--- src/rtl/uart_pkg.sv ---
// Shared definitions for the Wishbone UART transmitter: register map, LCR/LSR bit
// positions, TX state encoding and the parity helper.
package uart_pkg;

  localparam logic [2:0] ADDR_THR    = 3'd0;
  localparam logic [2:0] ADDR_LCR    = 3'd1;
  localparam logic [2:0] ADDR_DIV_LO = 3'd2;
  localparam logic [2:0] ADDR_DIV_HI = 3'd3;
  localparam logic [2:0] ADDR_IER    = 3'd4;
  localparam logic [2:0] ADDR_LSR    = 3'd5;
  localparam logic [2:0] ADDR_LEVEL  = 3'd6;

  localparam int unsigned LCR_STOP2 = 2;
  localparam int unsigned LCR_PEN   = 3;
  localparam int unsigned LCR_EVEN  = 4;

  localparam int unsigned LSR_FULL  = 0;
  localparam int unsigned LSR_EMPTY = 1;
  localparam int unsigned LSR_IDLE  = 2;
  localparam int unsigned LSR_OVF   = 3;

  typedef enum logic [2:0] {
    StIdle,
    StStart,
    StData,
    StParity,
    StStop
  } tx_state_e;

  // len selects 5..8 data bits; only those bits take part in the parity.
  function automatic logic calc_parity(logic [7:0] data, logic [1:0] len, logic even);
    logic [7:0] mask;
    mask = 8'hFF >> (2'd3 - len);
    return even ? ^(data & mask) : ~^(data & mask);
  endfunction

endpackage

--- src/rtl/uart_sync_fifo.sv ---
// Synchronous FIFO with occupancy count; pushes when full and pops when empty are ignored.
module uart_sync_fifo #(
  parameter int unsigned WIDTH = 8,
  parameter int unsigned DEPTH = 16
) (
  input  logic                     clk_i,
  input  logic                     rst_i,
  input  logic                     push_i,
  input  logic [WIDTH-1:0]         data_i,
  input  logic                     pop_i,
  output logic [WIDTH-1:0]         data_o,
  output logic                     full_o,
  output logic                     empty_o,
  output logic [$clog2(DEPTH):0]   count_o
);
  localparam int unsigned PtrW = $clog2(DEPTH);
  localparam int unsigned CntW = PtrW + 1;

  logic [WIDTH-1:0] mem_q [DEPTH];
  logic [PtrW-1:0]  wr_ptr_q, wr_ptr_d, rd_ptr_q, rd_ptr_d;
  logic [CntW-1:0]  count_q, count_d;
  logic             do_push, do_pop;

  assign full_o  = (count_q == CntW'(DEPTH));
  assign empty_o = (count_q == '0);
  assign count_o = count_q;
  assign data_o  = mem_q[rd_ptr_q];

  always_comb begin
    do_push  = push_i & ~full_o;
    do_pop   = pop_i & ~empty_o;
    // DEPTH is a power of two, so pointer overflow is the modulo wrap.
    wr_ptr_d = do_push ? wr_ptr_q + PtrW'(1) : wr_ptr_q;
    rd_ptr_d = do_pop ? rd_ptr_q + PtrW'(1) : rd_ptr_q;
    count_d  = count_q;
    case ({do_push, do_pop})
      2'b10:   count_d = count_q + CntW'(1);
      2'b01:   count_d = count_q - CntW'(1);
      default: count_d = count_q;
    endcase
  end

  always_ff @(posedge clk_i) begin
    if (rst_i) begin
      wr_ptr_q <= '0;
      rd_ptr_q <= '0;
      count_q  <= '0;
    end else begin
      wr_ptr_q <= wr_ptr_d;
      rd_ptr_q <= rd_ptr_d;
      count_q  <= count_d;
    end
  end

  always_ff @(posedge clk_i) begin
    if (do_push) begin
      mem_q[wr_ptr_q] <= data_i;
    end
  end

endmodule

--- src/rtl/wb_uart_tx.sv ---
// Wishbone-attached UART transmitter: register file, TX FIFO and serialiser with
// configurable length, parity and stop bits.
module wb_uart_tx
  import uart_pkg::*;
#(
  parameter int unsigned FIFO_DEPTH  = 16,
  parameter int unsigned ADDR_W      = 5,
  parameter logic [15:0] DEFAULT_DIV = 16'd433
) (
  input  logic              wb_clk_i,
  input  logic              wb_rst_i,
  input  logic [ADDR_W-1:0] wb_addr_i,
  input  logic [7:0]        wb_dat_i,
  output logic [7:0]        wb_dat_o,
  input  logic [3:0]        wb_sel_i,
  input  logic              wb_we_i,
  input  logic              wb_stb_i,
  input  logic              wb_cyc_i,
  output logic              wb_ack_o,
  output logic              int_o,
  output logic              stx_pad_o
);
  localparam int unsigned CntW = $clog2(FIFO_DEPTH) + 1;

  logic [7:0]  lcr_q, lcr_d, ier_q, ier_d, div_lo_q, div_lo_d, div_hi_q, div_hi_d;
  logic [7:0]  dat_q, dat_d, shift_q, shift_d, lsr, rd_data, fifo_data;
  logic        ovf_q, ovf_d, ack_q, ack_d, int_q, int_d, tx_q, tx_d;
  logic        stop2_q, stop2_d, pen_q, pen_d, par_q, par_d, stop_idx_q, stop_idx_d;
  logic [15:0] cnt_q, cnt_d, bit_div_q, bit_div_d;
  logic [2:0]  bit_q, bit_d, last_q, last_d, addr;
  tx_state_e   state_q, state_d;
  logic        access, push, pop, full, empty, tx_idle, bit_end, unused_bits;
  logic [CntW-1:0] level;

  uart_sync_fifo #(
    .WIDTH(8),
    .DEPTH(FIFO_DEPTH)
  ) u_fifo (
    .clk_i  (wb_clk_i),
    .rst_i  (wb_rst_i),
    .push_i (push),
    .data_i (wb_dat_i),
    .pop_i  (pop),
    .data_o (fifo_data),
    .full_o (full),
    .empty_o(empty),
    .count_o(level)
  );

  assign addr        = wb_addr_i[2:0];
  assign unused_bits = ^{wb_addr_i[ADDR_W-1:3], wb_sel_i[3:1]};
  assign tx_idle     = empty & (state_q == StIdle);
  assign bit_end     = (cnt_q == bit_div_q);

  always_comb begin
    lsr            = '0;
    lsr[LSR_FULL]  = full;
    lsr[LSR_EMPTY] = empty;
    lsr[LSR_IDLE]  = tx_idle;
    lsr[LSR_OVF]   = ovf_q;
  end

  // Bus side: every strobed cycle is acked, but only byte lane 0 has any effect.
  always_comb begin
    lcr_d    = lcr_q;
    ier_d    = ier_q;
    div_lo_d = div_lo_q;
    div_hi_d = div_hi_q;
    ovf_d    = ovf_q;
    push     = 1'b0;
    access   = wb_cyc_i & wb_stb_i & ~ack_q & wb_sel_i[0];
    ack_d    = wb_cyc_i & wb_stb_i & ~ack_q;
    case (addr)
      ADDR_LCR:    rd_data = lcr_q;
      ADDR_DIV_LO: rd_data = div_lo_q;
      ADDR_DIV_HI: rd_data = div_hi_q;
      ADDR_IER:    rd_data = ier_q;
      ADDR_LSR:    rd_data = lsr;
      ADDR_LEVEL:  rd_data = 8'(level);
      default:     rd_data = '0;
    endcase
    if (access && wb_we_i) begin
      case (addr)
        ADDR_THR: begin
          push = ~full;
          if (full) ovf_d = 1'b1;
        end
        ADDR_LCR:    lcr_d    = wb_dat_i;
        ADDR_DIV_LO: div_lo_d = wb_dat_i;
        ADDR_DIV_HI: div_hi_d = wb_dat_i;
        ADDR_IER:    ier_d    = wb_dat_i;
        default:     ;
      endcase
    end
    if (access && !wb_we_i && addr == ADDR_LSR) ovf_d = 1'b0;
    dat_d = (access && !wb_we_i) ? rd_data : '0;
    int_d = (ier_q[0] & tx_idle) | (ier_q[1] & (level < CntW'(FIFO_DEPTH / 2)));
  end

  always_comb begin
    state_d    = state_q;
    cnt_d      = bit_end ? '0 : cnt_q + 16'd1;
    bit_d      = bit_q;
    shift_d    = shift_q;
    stop_idx_d = stop_idx_q;
    tx_d       = tx_q;
    pop        = 1'b0;
    unique case (state_q)
      StIdle: begin
        cnt_d = '0;
        tx_d  = 1'b1;
        if (!empty) begin
          pop     = 1'b1;
          state_d = StStart;
          tx_d    = 1'b0;
        end
      end
      StStart: if (bit_end) begin
        state_d = StData;
        bit_d   = '0;
        tx_d    = shift_q[0];
      end
      StData: if (bit_end) begin
        if (bit_q == last_q) begin
          state_d    = pen_q ? StParity : StStop;
          tx_d       = pen_q ? par_q : 1'b1;
          stop_idx_d = 1'b0;
        end else begin
          bit_d   = bit_q + 3'd1;
          shift_d = shift_q >> 1;
          tx_d    = shift_q[1];
        end
      end
      StParity: if (bit_end) begin
        state_d    = StStop;
        tx_d       = 1'b1;
        stop_idx_d = 1'b0;
      end
      StStop: if (bit_end) begin
        if (stop2_q && !stop_idx_q) begin
          stop_idx_d = 1'b1;
        end else if (!empty) begin
          pop     = 1'b1;
          state_d = StStart;
          tx_d    = 1'b0;
        end else begin
          state_d = StIdle;
        end
      end
      default: state_d = StIdle;
    endcase
    // Frame format and bit time are frozen when the byte leaves the FIFO.
    last_d    = last_q;
    stop2_d   = stop2_q;
    pen_d     = pen_q;
    par_d     = par_q;
    bit_div_d = bit_div_q;
    if (pop) begin
      shift_d   = fifo_data;
      last_d    = {1'b1, lcr_q[1:0]};
      stop2_d   = lcr_q[LCR_STOP2];
      pen_d     = lcr_q[LCR_PEN];
      par_d     = calc_parity(fifo_data, lcr_q[1:0], lcr_q[LCR_EVEN]);
      bit_div_d = {div_hi_q, div_lo_q};
    end
  end

  always_ff @(posedge wb_clk_i) begin
    if (wb_rst_i) begin
      lcr_q      <= 8'h03;
      ier_q      <= '0;
      div_lo_q   <= DEFAULT_DIV[7:0];
      div_hi_q   <= DEFAULT_DIV[15:8];
      dat_q      <= '0;
      ovf_q      <= 1'b0;
      ack_q      <= 1'b0;
      int_q      <= 1'b0;
      tx_q       <= 1'b1;
      state_q    <= StIdle;
      cnt_q      <= '0;
      bit_div_q  <= DEFAULT_DIV;
      shift_q    <= '0;
      bit_q      <= '0;
      last_q     <= 3'd7;
      stop2_q    <= 1'b0;
      pen_q      <= 1'b0;
      par_q      <= 1'b0;
      stop_idx_q <= 1'b0;
    end else begin
      lcr_q      <= lcr_d;
      ier_q      <= ier_d;
      div_lo_q   <= div_lo_d;
      div_hi_q   <= div_hi_d;
      dat_q      <= dat_d;
      ovf_q      <= ovf_d;
      ack_q      <= ack_d;
      int_q      <= int_d;
      tx_q       <= tx_d;
      state_q    <= state_d;
      cnt_q      <= cnt_d;
      bit_div_q  <= bit_div_d;
      shift_q    <= shift_d;
      bit_q      <= bit_d;
      last_q     <= last_d;
      stop2_q    <= stop2_d;
      pen_q      <= pen_d;
      par_q      <= par_d;
      stop_idx_q <= stop_idx_d;
    end
  end

  assign wb_dat_o  = dat_q;
  assign wb_ack_o  = ack_q;
  assign int_o     = int_q;
  assign stx_pad_o = tx_q;

endmodule
--- config.mk ---
export PLATFORM = sky130hd
export DESIGN_NAME = wb_uart_tx
export DESIGN_NICKNAME = d
export VERILOG_FILES = /design/src/rtl/uart_pkg.sv /design/src/rtl/uart_sync_fifo.sv /design/src/rtl/wb_uart_tx.sv
export SDC_FILE = /design/constraint.sdc
export NUM_CORES = 1
export LEC_CHECK = 0
export ABC_CLOCK_PERIOD_IN_PS = 4080
export CAP_MARGIN = 20
export CORE_MARGIN = 2
export CORE_UTILIZATION = 50
export CTS_BUF_LIST = sky130_fd_sc_hd__clkbuf_16
export DETAILED_ROUTE_END_ITERATION = 16
export GPL_TIMING_DRIVEN = 1
export PLACE_DENSITY = 0.76
export SETUP_SLACK_MARGIN = 0.05
export SLEW_MARGIN = 10
export SYNTH_ARGS = -nofsm -noshare
export SYNTH_HDL_FRONTEND = slang
export SYNTH_SLANG_ARGS = --single-unit
--- constraint.sdc ---
create_clock -name wb_clk_i -period 4.08 [get_ports wb_clk_i]
set_input_delay 0.816 -clock wb_clk_i [delete_from_list [all_inputs] [get_ports wb_clk_i]]
set_output_delay 0.816 -clock wb_clk_i [all_outputs]
set_load 0.02 [all_outputs]
==> impl_results.md, run 1 <==
- CP Launch Point: cnt_q[11]
- Clock-pin transition on the worst setup and hold timing paths: 60 ps
- Num Clock Sinks: 241
- Top_reg_cell synth: edfxtp_1
- CP startpoint kind: flip-flop
- Cell taking the most area after synthesis: edfxtp_1
- Hold_buf cts: 0
- Register area share after synthesis: 59.7%
- Port bufs: 27
- Arrival @ worst endpoint: 3750 ps
- Largest net degree at the start of global routing: 46
- Filler cell count: 1,630
- Final setup violation count: 0
- Antenna violations before repair: 0
- Pwr/cell area: 570 mW/mm^2
- DRT Wirelength: 21.8 mm
- Routed len/inst: 18.9 microns
- First-pass GRT wire length: 34.6 mm
- Total power: 0.00662 W
- Peak VDD IR: 466 uV
- Hold WC Path Type: reg -> reg
- Drt pass-1 iters: 7
- Most common cell after layout, fill and taps aside: edfxtp_1
- Fmax achieved: 296 MHz
- Post-cts resize count: 0
- Ys async rst share: 0%
- Status: complete, no violations
- Mapped cell area: 0.0102 sq mm
- Most Crowded Layer GR: met2
- Worst r2r path cells: 14
- Routing usage on met2: 33.0%
- H-tree depth: 1
- Yosys warns: 0
- Full die area: 0.0216 sq mm
- Hold path startpoint: shift_q[5]
- Post-synthesis cell count: 824
- R2R Path End: u_fifo.count_o[4]
- Max cap viols: 0
- Data required time at the worst endpoint: 4460 ps
- Sequential Area: 0.00611 sq mm
- Synth Register Bits: 241
- Postcts setup bufs: 0
- Synth area leaders: edfxtp_1 38%, dfxtp_1 22%, mux4_1 4.6%
- Setup TNS: 0 ps
- P_leak: 4.11 nW
- Type of the worst setup path: reg -> reg
- Via-per-instance ratio: 5.72
- Iter 0 DRT Violations: 661
- Minimum clock period: 3370 ps
- Met1 Usage GRT: 29.1%
- FF-to-FF setup slack: 710 ps
- CTS buffer count: 24
- R2r startpoint: cnt_q[11]
- RSZ-0062 raised after global routing: no
- Distinct cells, synth: 60
- Post-route DRC violation count: 0
- Worst Skew: 14.9 ps
- Area delta synth->final: 13.7%
- CTS tree: yes
- Period utilisation layout: 82.7%
- Antenna fix cells: 0
- Crit-path max FO: 5
- Share of layout cells above drive strength 1: 11.8%
- Slew Viols, Final: 0
- Setup crit end: u_fifo.count_o[4]
- Post-Syn Nets: 855
- Global router's overall resource usage: 20.3%
- Root buf cell: clkbuf_16
- Place WS: 402 ps
- Hpwl dp: 14.0 mm
- Clk buf depth: 3
- Max transition margin: 37.4%
- Die Ht: 147 microns
- Final GP Congestion: 0.826
- Worst Slack Setup Final: 706 ps
- Most frequent cells in the layout: 128 x edfxtp_1, 112 x dfxtp_1, 92 x nor2_1
- Area of the multi-input gates: 0.00386 sq mm
- CP endpoint kind: flip-flop
- Final hold violations: 0
- Die Span X: 147 microns
- CORE AREA: 0.0202 sq mm
- Top cell type's share of synthesized area: 37.6%
- Antenna viol nets, final: 0
- Site row count: 52
- Slew @ Worst Pin: 936 ps
- Via Count: 6,586
- Number of synthesized flops with an enable pin: 128
- Fin nets: 894
- Syn_area_per_cell: 12.4 sq um
- Routing usage on met3: 2.89%
- Starting density of the core: 50.7%
- Global route overflow: 0
- Number of global-route vias before repair: 6,368
- Clk Latency, worst-skew pair: 510 ps
- Io pins: 33
-- where the power goes --
group,switching (W),total [W],internal [W]
clock,0.000885,0.00212,0.00124
combinational,0.000941,0.00165,0.000710
sequential,0.000163,0.00285,0.00269
-- logic make-up after synthesis --
logic type | synth area share, %
adders and majority gates | 1.10
DFF | 59.7
muxes | 12.4
xor gates and xnor gates | 3.93
and+or+nand+nor | 13.1
buffers and inverters | 2.52
AOI/OAI and AO/OA | 7.27
-- critical path: stages (launching register included) --
cell and delay (ps):
dfxtp_1 440, xor2_1 100, nor4_1 410, nand4_1 180, o21ai_1 500, nand2_1 180, inv_2 90, ha_1 180
xor2_1 160, ha_1 250, nand2b_1 130, a41oi_1 40, a311oi_1 280, mux2i_1 230, o211ai_1 90
-- worst min path at each step --
stage            endpoint  slack, ps  cells after the start
2_1_floorplan  shift_q[0]        430                      2
3_3_place_gp     wb_ack_o        440                      1
3_5_place_dp     wb_ack_o        450                      1
4_1_cts        shift_q[5]        460                      2
5_1_grt        shift_q[0]        480                      2
6_report       shift_q[5]        460                      2
-- routing by layer --
metal	vias to the layer above	share of wire, %
met5	-	0
met4	0	1.9
met3	32	5.7
met2	178	48
met1	3261	44
li1	3115	-
-- area by class of cell --
cell class | count | share of cell area (%)
clock inverters | 19 | 1.25
well taps | 270 | 2.91
repair buffers | 60 | 4.41
flip-flops and latches | 241 | 52.6
inverters | 9 | 0.291
multi-input cells | 527 | 33.2
clock buffers | 25 | 5.38
-- metrics by stage --
| stage | hold WS [ps] | instances | util [%] | cell area [sq um] |
|---|---|---|---|---|
| after global routing | 480 | 1151 | 57.6 | 11600 |
| after detailed placement | 447 | 1107 | 53.8 | 10800 |
| after global placement | 436 | 1107 | 53.8 | 10800 |
| after floorplan | 433 | 824 | - | 10200 |
| final | 456 | 1151 | 57.6 | 11600 |
| after CTS | 458 | 1151 | 57.6 | 11600 |
-- synthesized netlist by cell type, types with 3 or more instances --
cell type  count
inv_1          7
ha_1           9
xnor2_1       11
a211o_1        7
a221oi_1       4
mux4_1        18
mux2i_1       33
and2_1         4
and3_1         5
nand3b_1      10
dfxtp_1      113
clkbuf_1      32
nand4_1        7
a211oi_1       4
edfxtp_1     128
buf_2          3
buf_1          8
a311oi_1       3
or3_1          6
nor4_1         6
nand3_1       12
xor2_1        33
a22oi_1       24
nor2b_1       16
nor2_1        92
nand2b_1      11
a31oi_1        5
nand2_1       88
o21ai_0       13
mux4_2        15
mux2_2        10
a21oi_1       37
nor3_1        13
-- state kept, by name, summed over array words and instances (netlist names), 5 cells and up, named ones only --
signal          cells
div_hi_q            8
shift_q             8
bit_div_q          16
div_lo_q            8
wb_dat_o            8
lcr_q               8
u_fifo.mem_q      128
cnt_q              16
u_fifo.count_o      5
ier_q               8
(Power assumes the default switching activity.)
==> inputs of run 2 (changes only) <==
--- a/config.mk
+++ b/config.mk
@@ -5,7 +5,7 @@
 export SDC_FILE = /design/constraint.sdc
 export NUM_CORES = 1
 export LEC_CHECK = 0
-export ABC_CLOCK_PERIOD_IN_PS = 4080
+export ABC_CLOCK_PERIOD_IN_PS = 3500
 export CAP_MARGIN = 20
 export CORE_MARGIN = 2
 export CORE_UTILIZATION = 50
==> constraint.sdc (replaced) <==
create_clock -name wb_clk_i -period 3.5 [get_ports wb_clk_i]
set_input_delay 0.7 -clock wb_clk_i [delete_from_list [all_inputs] [get_ports wb_clk_i]]
set_output_delay 0.7 -clock wb_clk_i [all_outputs]
set_load 0.02 [all_outputs]
==> impl_results.md, run 2 (same netlist as run 1, synthesis figures left out) <==
- Status: complete, no violations
- Most frequent cells in the layout: 128 x edfxtp_1, 112 x dfxtp_1, 92 x nor2_1
- Top Registers: u_fifo.mem_q (128), bit_div_q (16), cnt_q (16)
- Hold_buf cts: 0
- CTS buffer count: 25
- Clock-pin transition on the worst setup and hold timing paths: 60 ps
- Final setup violation count: 0
- CP endpoint kind: flip-flop
- Minimum clock period: 3230 ps
- Global route overflow: 0
- H-tree depth: 1
- Fmax achieved: 310 MHz
- Crit-path max FO: 16
- CTS tree: yes
- Sequential Area: 0.00611 sq mm
- Most common cell after layout, fill and taps aside: edfxtp_1
- Share of layout cells above drive strength 1: 11.8%
- Clk Latency, worst-skew pair: 520 ps
- Drt pass-1 iters: 5
- DRT Wirelength: 21.1 mm
- Place WS: 39.1 ps
- Via-per-instance ratio: 5.69
- Arrival @ worst endpoint: 3690 ps
- Max cap viols: 0
- Antenna fix cells: 0
- CORE AREA: 0.0202 sq mm
- Data required time at the worst endpoint: 3960 ps
- Port bufs: 27
- Full die area: 0.0216 sq mm
- Routed len/inst: 18.2 microns
- Setup crit end: par_q
- Core Util, Final: 57.7%
- Global router's overall resource usage: 19.7%
- Final hold violations: 0
- Part of the power in registers: 43.5%
- Via Count: 6,590
- Number of global-route vias before repair: 6,330
- FF-to-FF setup slack: 270 ps
- Worst Skew: 8.87 ps
- Antenna violations before repair: 0
- Hpwl dp: 13.7 mm
- Num Clock Sinks: 241
- Biggest register: u_fifo.mem_q
- Site row count: 52
- Io pins: 33
- Max transition margin: 40.9%
- Slew Viols, Final: 0
- Largest net degree at the start of global routing: 51
- Final GP Congestion: 0.844
- Fin nets: 902
- Peak VDD IR: 562 uV
- Pwr/cell area: 652 mW/mm^2
- Period utilisation layout: 92.2%
- CP startpoint kind: flip-flop
- Area delta synth->final: 14.0%
- Type of the worst setup path: reg -> reg
- Iter 0 DRT Violations: 602
- RSZ-0062 raised after global routing: no
- Die Ht: 147 microns
- Slew @ Worst Pin: 884 ps
- Clock Power Share: 30.7%
- First-pass GRT wire length: 33.9 mm
- Area of the multi-input gates: 0.00386 sq mm
- Clk buf depth: 3
- Comb pwr share: 25.8%
- Antenna viol nets, final: 0
- Total power: 0.00760 W
- P_leak: 4.15 nW
- Hold WC Path Type: reg -> reg
- Internal: 0.00529 W
- Post-route DRC violation count: 0
- Starting density of the core: 50.7%
- Max reg flops: 128
- Placed insts: 1,114
- Setup TNS: 0 ps
- Worst r2r path cells: 9
- Filler cell count: 1,619
- Final non-filler cell total: 1,159
- Root buf cell: clkbuf_16
- Worst Slack Setup Final: 273 ps
- Switching portion of total power: 30.4%
- Psw: 0.00231 W
- R2R Path End: par_q
- Die Span X: 147 microns
## run 2: routing by layer
metal / share of wire, % / wire (microns) / GRT usage [%] / vias up
li1: - / - / - / 3131
met2: 48 / 10100 / 32.2 / 202
met1: 44 / 9270 / 27.6 / 3222
met4: 2.1 / 441 / 5.24 / 0
met3: 6.3 / 1340 / 3.11 / 35
met5: 0 / 0 / 0 / -
## run 2: how the worst min path moves through the flow
stage          startpoint    endpoint  cells past startpoint
3_5_place_dp     wb_ack_o    wb_ack_o                      1
5_1_grt        stop_idx_q  stop_idx_q                      2
2_1_floorplan  shift_q[0]  shift_q[0]                      2
3_3_place_gp     wb_ack_o    wb_ack_o                      1
6_report         wb_ack_o    wb_ack_o                      1
4_1_cts          wb_ack_o    wb_ack_o                      1
## run 2: area by class of cell
| class | count | share of cell area [%] |
|---|---|---|
| tap | 270 | 2.90 |
| inverter | 9 | 0.290 |
| sequential | 241 | 52.4 |
| clock inverter | 20 | 0.763 |
| timing repair buffer | 67 | 5.07 |
| multi-input combinational | 527 | 33.2 |
| clock buffer | 25 | 5.37 |
## run 2: power groups by stage
stage	combinational (W)	clock [W]	sequential, W
2_1_floorplan	0.00151	0	0.00328
3_3_place_gp	0.00191	0	0.00336
3_5_place_dp	0.00194	0	0.00336
4_1_cts	0.00195	0.00236	0.00331
5_1_grt	0.00215	0.00249	0.00333
6_report	0.00196	0.00233	0.00331
## run 2: critical path, cell delays in order (launching register included)
cell and delay [ps]:
dfxtp_2 670, buf_4 300, mux4_1 590, a22oi_1 330, nand2_1 180, xor2_1 200, xnor2_1 220, xnor2_1 160
or4b_1 450, nand3_1 70
## run 2: timing repair
| action | CTS | global route |
|---|---|---|
| endpoints found under the hold margin | 0 | 0 |
| buffers inserted | 0 | 0 |
| gates resized for setup | 0 | 1 |
| setup endpoints to repair | 0 | 1 |
## run 2: through the flow
| step | instance area [sq um] | hold slack (ps) |
|---|---|---|
| finish | 11600 | 444 |
| global route | 11600 | 476 |
| floorplan | 10200 | 433 |
| CTS | 11600 | 445 |
| detailed placement | 10900 | 440 |
| global placement | 10900 | 435 |
==> inputs of run 3 (changes only) <==
--- a/config.mk
+++ b/config.mk
@@ -17,4 +17,6 @@
 export SLEW_MARGIN = 10
 export SYNTH_ARGS = -nofsm -noshare
 export SYNTH_HDL_FRONTEND = slang
+export SYNTH_HIERARCHICAL = 1
 export SYNTH_SLANG_ARGS = --single-unit
+export TNS_END_PERCENT = 30
==> impl_results.md, run 3 <==
- Status: complete, no violations
- Routed len/inst: 19.4 microns
- Most common cell after layout, fill and taps aside: edfxtp_1
- Fmax achieved: 317 MHz
- Final GP Congestion: 0.845
- Minimum clock period: 3160 ps
- Total power: 0.00574 W
- P_leak: 4.14 nW
- Number of global-route vias before repair: 6,387
- Biggest register: u_fifo/mem_q
- Sequence of cells on the critical path: or4_4 > nor2_1 > nor3_1 > a31oi_4 > inv_2 > o21ai_4 > inv_1 > ha_1 > xor2_1 > ha_1 > o31ai_1 > o22ai_1 > nand4bb_1
- Top cell type's share of synthesized area: 37.4%
- Antenna viol nets, final: 0
- Mapped cell area: 0.0103 sq mm
- Drt pass-1 iters: 5
- Root buf cell: clkbuf_16
- Placed insts: 1,095
- Post-Syn Nets: 835
- Number of synthesized flops with an enable pin: 128
- Via Count: 6,543
- CTS tree: yes
- Post-cts resize count: 0
- Max stage delay on crit path: 540 ps
- Antenna violations before repair: 0
- Setup TNS: 0 ps
- Port bufs: 27
- CP startpoint kind: flip-flop
- Starting density of the core: 50.9%
- Top_reg_cell synth: edfxtp_1
- Via-per-instance ratio: 5.73
- Crit path buf inv count: 2
- Hpwl dp: 14.3 mm
- Post-synthesis cell count: 803
- Max transition margin: 31.9%
- CORE AREA: 0.0202 sq mm
- First-pass GRT wire length: 35.1 mm
- Cell taking the most area after synthesis: edfxtp_1
- Crit-path max FO: 5
- Distinct cells, synth: 66
- Routing usage on met3: 3.17%
- Full die area: 0.0217 sq mm
- Iter 0 DRT Violations: 629
- H-tree depth: 1
- Final setup violation count: 0
- Pwr/cell area: 485 mW/mm^2
- Post-route DRC violation count: 0
- Worst Skew: 15.7 ps
- Site row count: 52
- Hold_buf cts: 0
- Yosys warns: 6
- Period utilisation layout: 90.2%
- Syn_area_per_cell: 12.8 sq um
- Clock-pin transition on the worst setup and hold timing paths: 60 ps
- Antenna fix cells: 0
- Worst path slowest cell: or4_4
- Most frequent cells in the layout: 128 x edfxtp_1, 116 x nor2_1, 112 x dfxtp_1
- Synth top cells by count: 128 x edfxtp_1, 116 x nor2_1, 113 x dfxtp_1
- Slew @ Worst Pin: 1020 ps
- Io pins: 33
- Data required time at the worst endpoint: 3910 ps
- Final non-filler cell total: 1,141
- Clk Latency, worst-skew pair: 530 ps
- Largest net degree at the start of global routing: 39
- Ys async rst share: 0%
- Peak VDD IR: 417 uV
- Max reg flops: 128
- Share of layout cells above drive strength 1: 16.2%
- Final hold violations: 0
- Num Clock Sinks: 241
- Largest delay share family, worst path: simple AND/OR/NAND/NOR gates
- Clk buf depth: 3
- CP endpoint kind: flip-flop
- Max cap viols: 0
- Die Span X: 147 microns
- DRT Wirelength: 22.1 mm
- Most common cell in the netlist: edfxtp_1
- Postcts setup bufs: 0
- Slew Viols, Final: 0
- Hold WC Path Type: reg -> reg
- Synth area leaders: edfxtp_1 37%, dfxtp_1 22%, mux4_2 7.0%
- Register area share after synthesis: 59.5%
- Most Crowded Layer GR: met2
- Global route overflow: 0
- Arrival @ worst endpoint: 3560 ps
- Routing usage on met2: 33.2%
- Global router's overall resource usage: 20.6%
- Synth Register Bits: 241
- Top cell by count, worst path: ha_1
- Met1 Usage GRT: 29.4%
- RSZ-0062 raised after global routing: no
- Top Registers: u_fifo/mem_q (128), bit_div_q (16), cnt_q (16)
- Hold WS: 481 ps
- CTS buffer count: 25
- Type of the worst setup path: reg -> reg
- Die Ht: 147 microns
- Area delta synth->final: 15.2%
- Fin nets: 884
## run 3: cell count changes after synthesis, moves of 8 or more
cell and change:
a211o_1 +8, a211oi_1 +9, a21oi_1 -26, buf_2 +10, mux2i_1 +20, mux4_1 -18
mux4_2 +17, nand2_1 -55, nor2_1 +24, xnor2_1 +19, xor2_1 -19
## run 3: per-layer routing
metal  part of all wire (%)  vias up
met4                    2.1        0
li1                       -     3082
met3                    6.0       36
met1                     45     3210
met5                      0        -
met2                     46      215
## run 3: stage by stage
step	util [%]	worst slack, ps	cell area (sq um)
finish	58.7	345	11800
global route	58.7	224	11800
CTS	58.7	374	11800
detailed placement	54.6	-49.1	11000
global placement	54.6	11.1	11000
floorplan	-	60.6	10300
## run 3: layout make-up
type,count,area [sq um]
multi-input combinational,502,3910
inverter,12,45.0
fill,1603,8340
clock inverter,21,195
timing repair buffer,70,613
sequential,241,6110
clock buffer,25,626
tap,270,338
## run 3: worst reg2reg max path, delay by kind of cell (launching register included)
kind	cells	cell delay, ps
and+or+nand+nor	4	1150
xor gates and xnor gates	1	160
buffers and inverters	2	160
DFF	1	310
AOI/OAI and AO/OA	4	800
adders and majority gates	2	470
## run 3: logic make-up (layout without fill, tap and decap cells)
| logic type | count (synthesis) | after routing | synth area share (%) |
|---|---|---|---|
| AO/OA/AOI/OAI | 110 | 110 | 8.41 |
| XOR/XNOR | 44 | 44 | 3.75 |
| adder cells (fa/ha/maj) | 10 | 10 | 1.22 |
| buffers and inverters | 60 | 128 | 2.53 |
| flip-flops | 241 | 241 | 59.5 |
| multiplexers | 94 | 94 | 13.2 |
| AND/OR/NAND/NOR | 244 | 244 | 11.4 |
## run 3: worst paths after layout
| check | startpoint | endpoint | slack [ps] | cells after the start |
|---|---|---|---|---|
| max reg2reg | u_fifo/count_o[0] | u_fifo/count_o[4] | 340 | 13 |
| min | shift_q[7] | shift_q[7] | 480 | 2 |
| min reg2reg | shift_q[7] | shift_q[7] | 480 | 2 |
| max | u_fifo/count_o[0] | u_fifo/count_o[4] | 340 | 13 |
## run 3: report_power, final
part	total (W)	leakage (nW)	internal [W]	switching, W
Clock	0.00263	0.420	0.00153	0.00109
Sequential	0.00298	2.06	0.00298	0.00000332
Combinational	0.000134	1.66	0.0000427	0.0000917
Total	0.00574	4.14	0.00455	0.00119
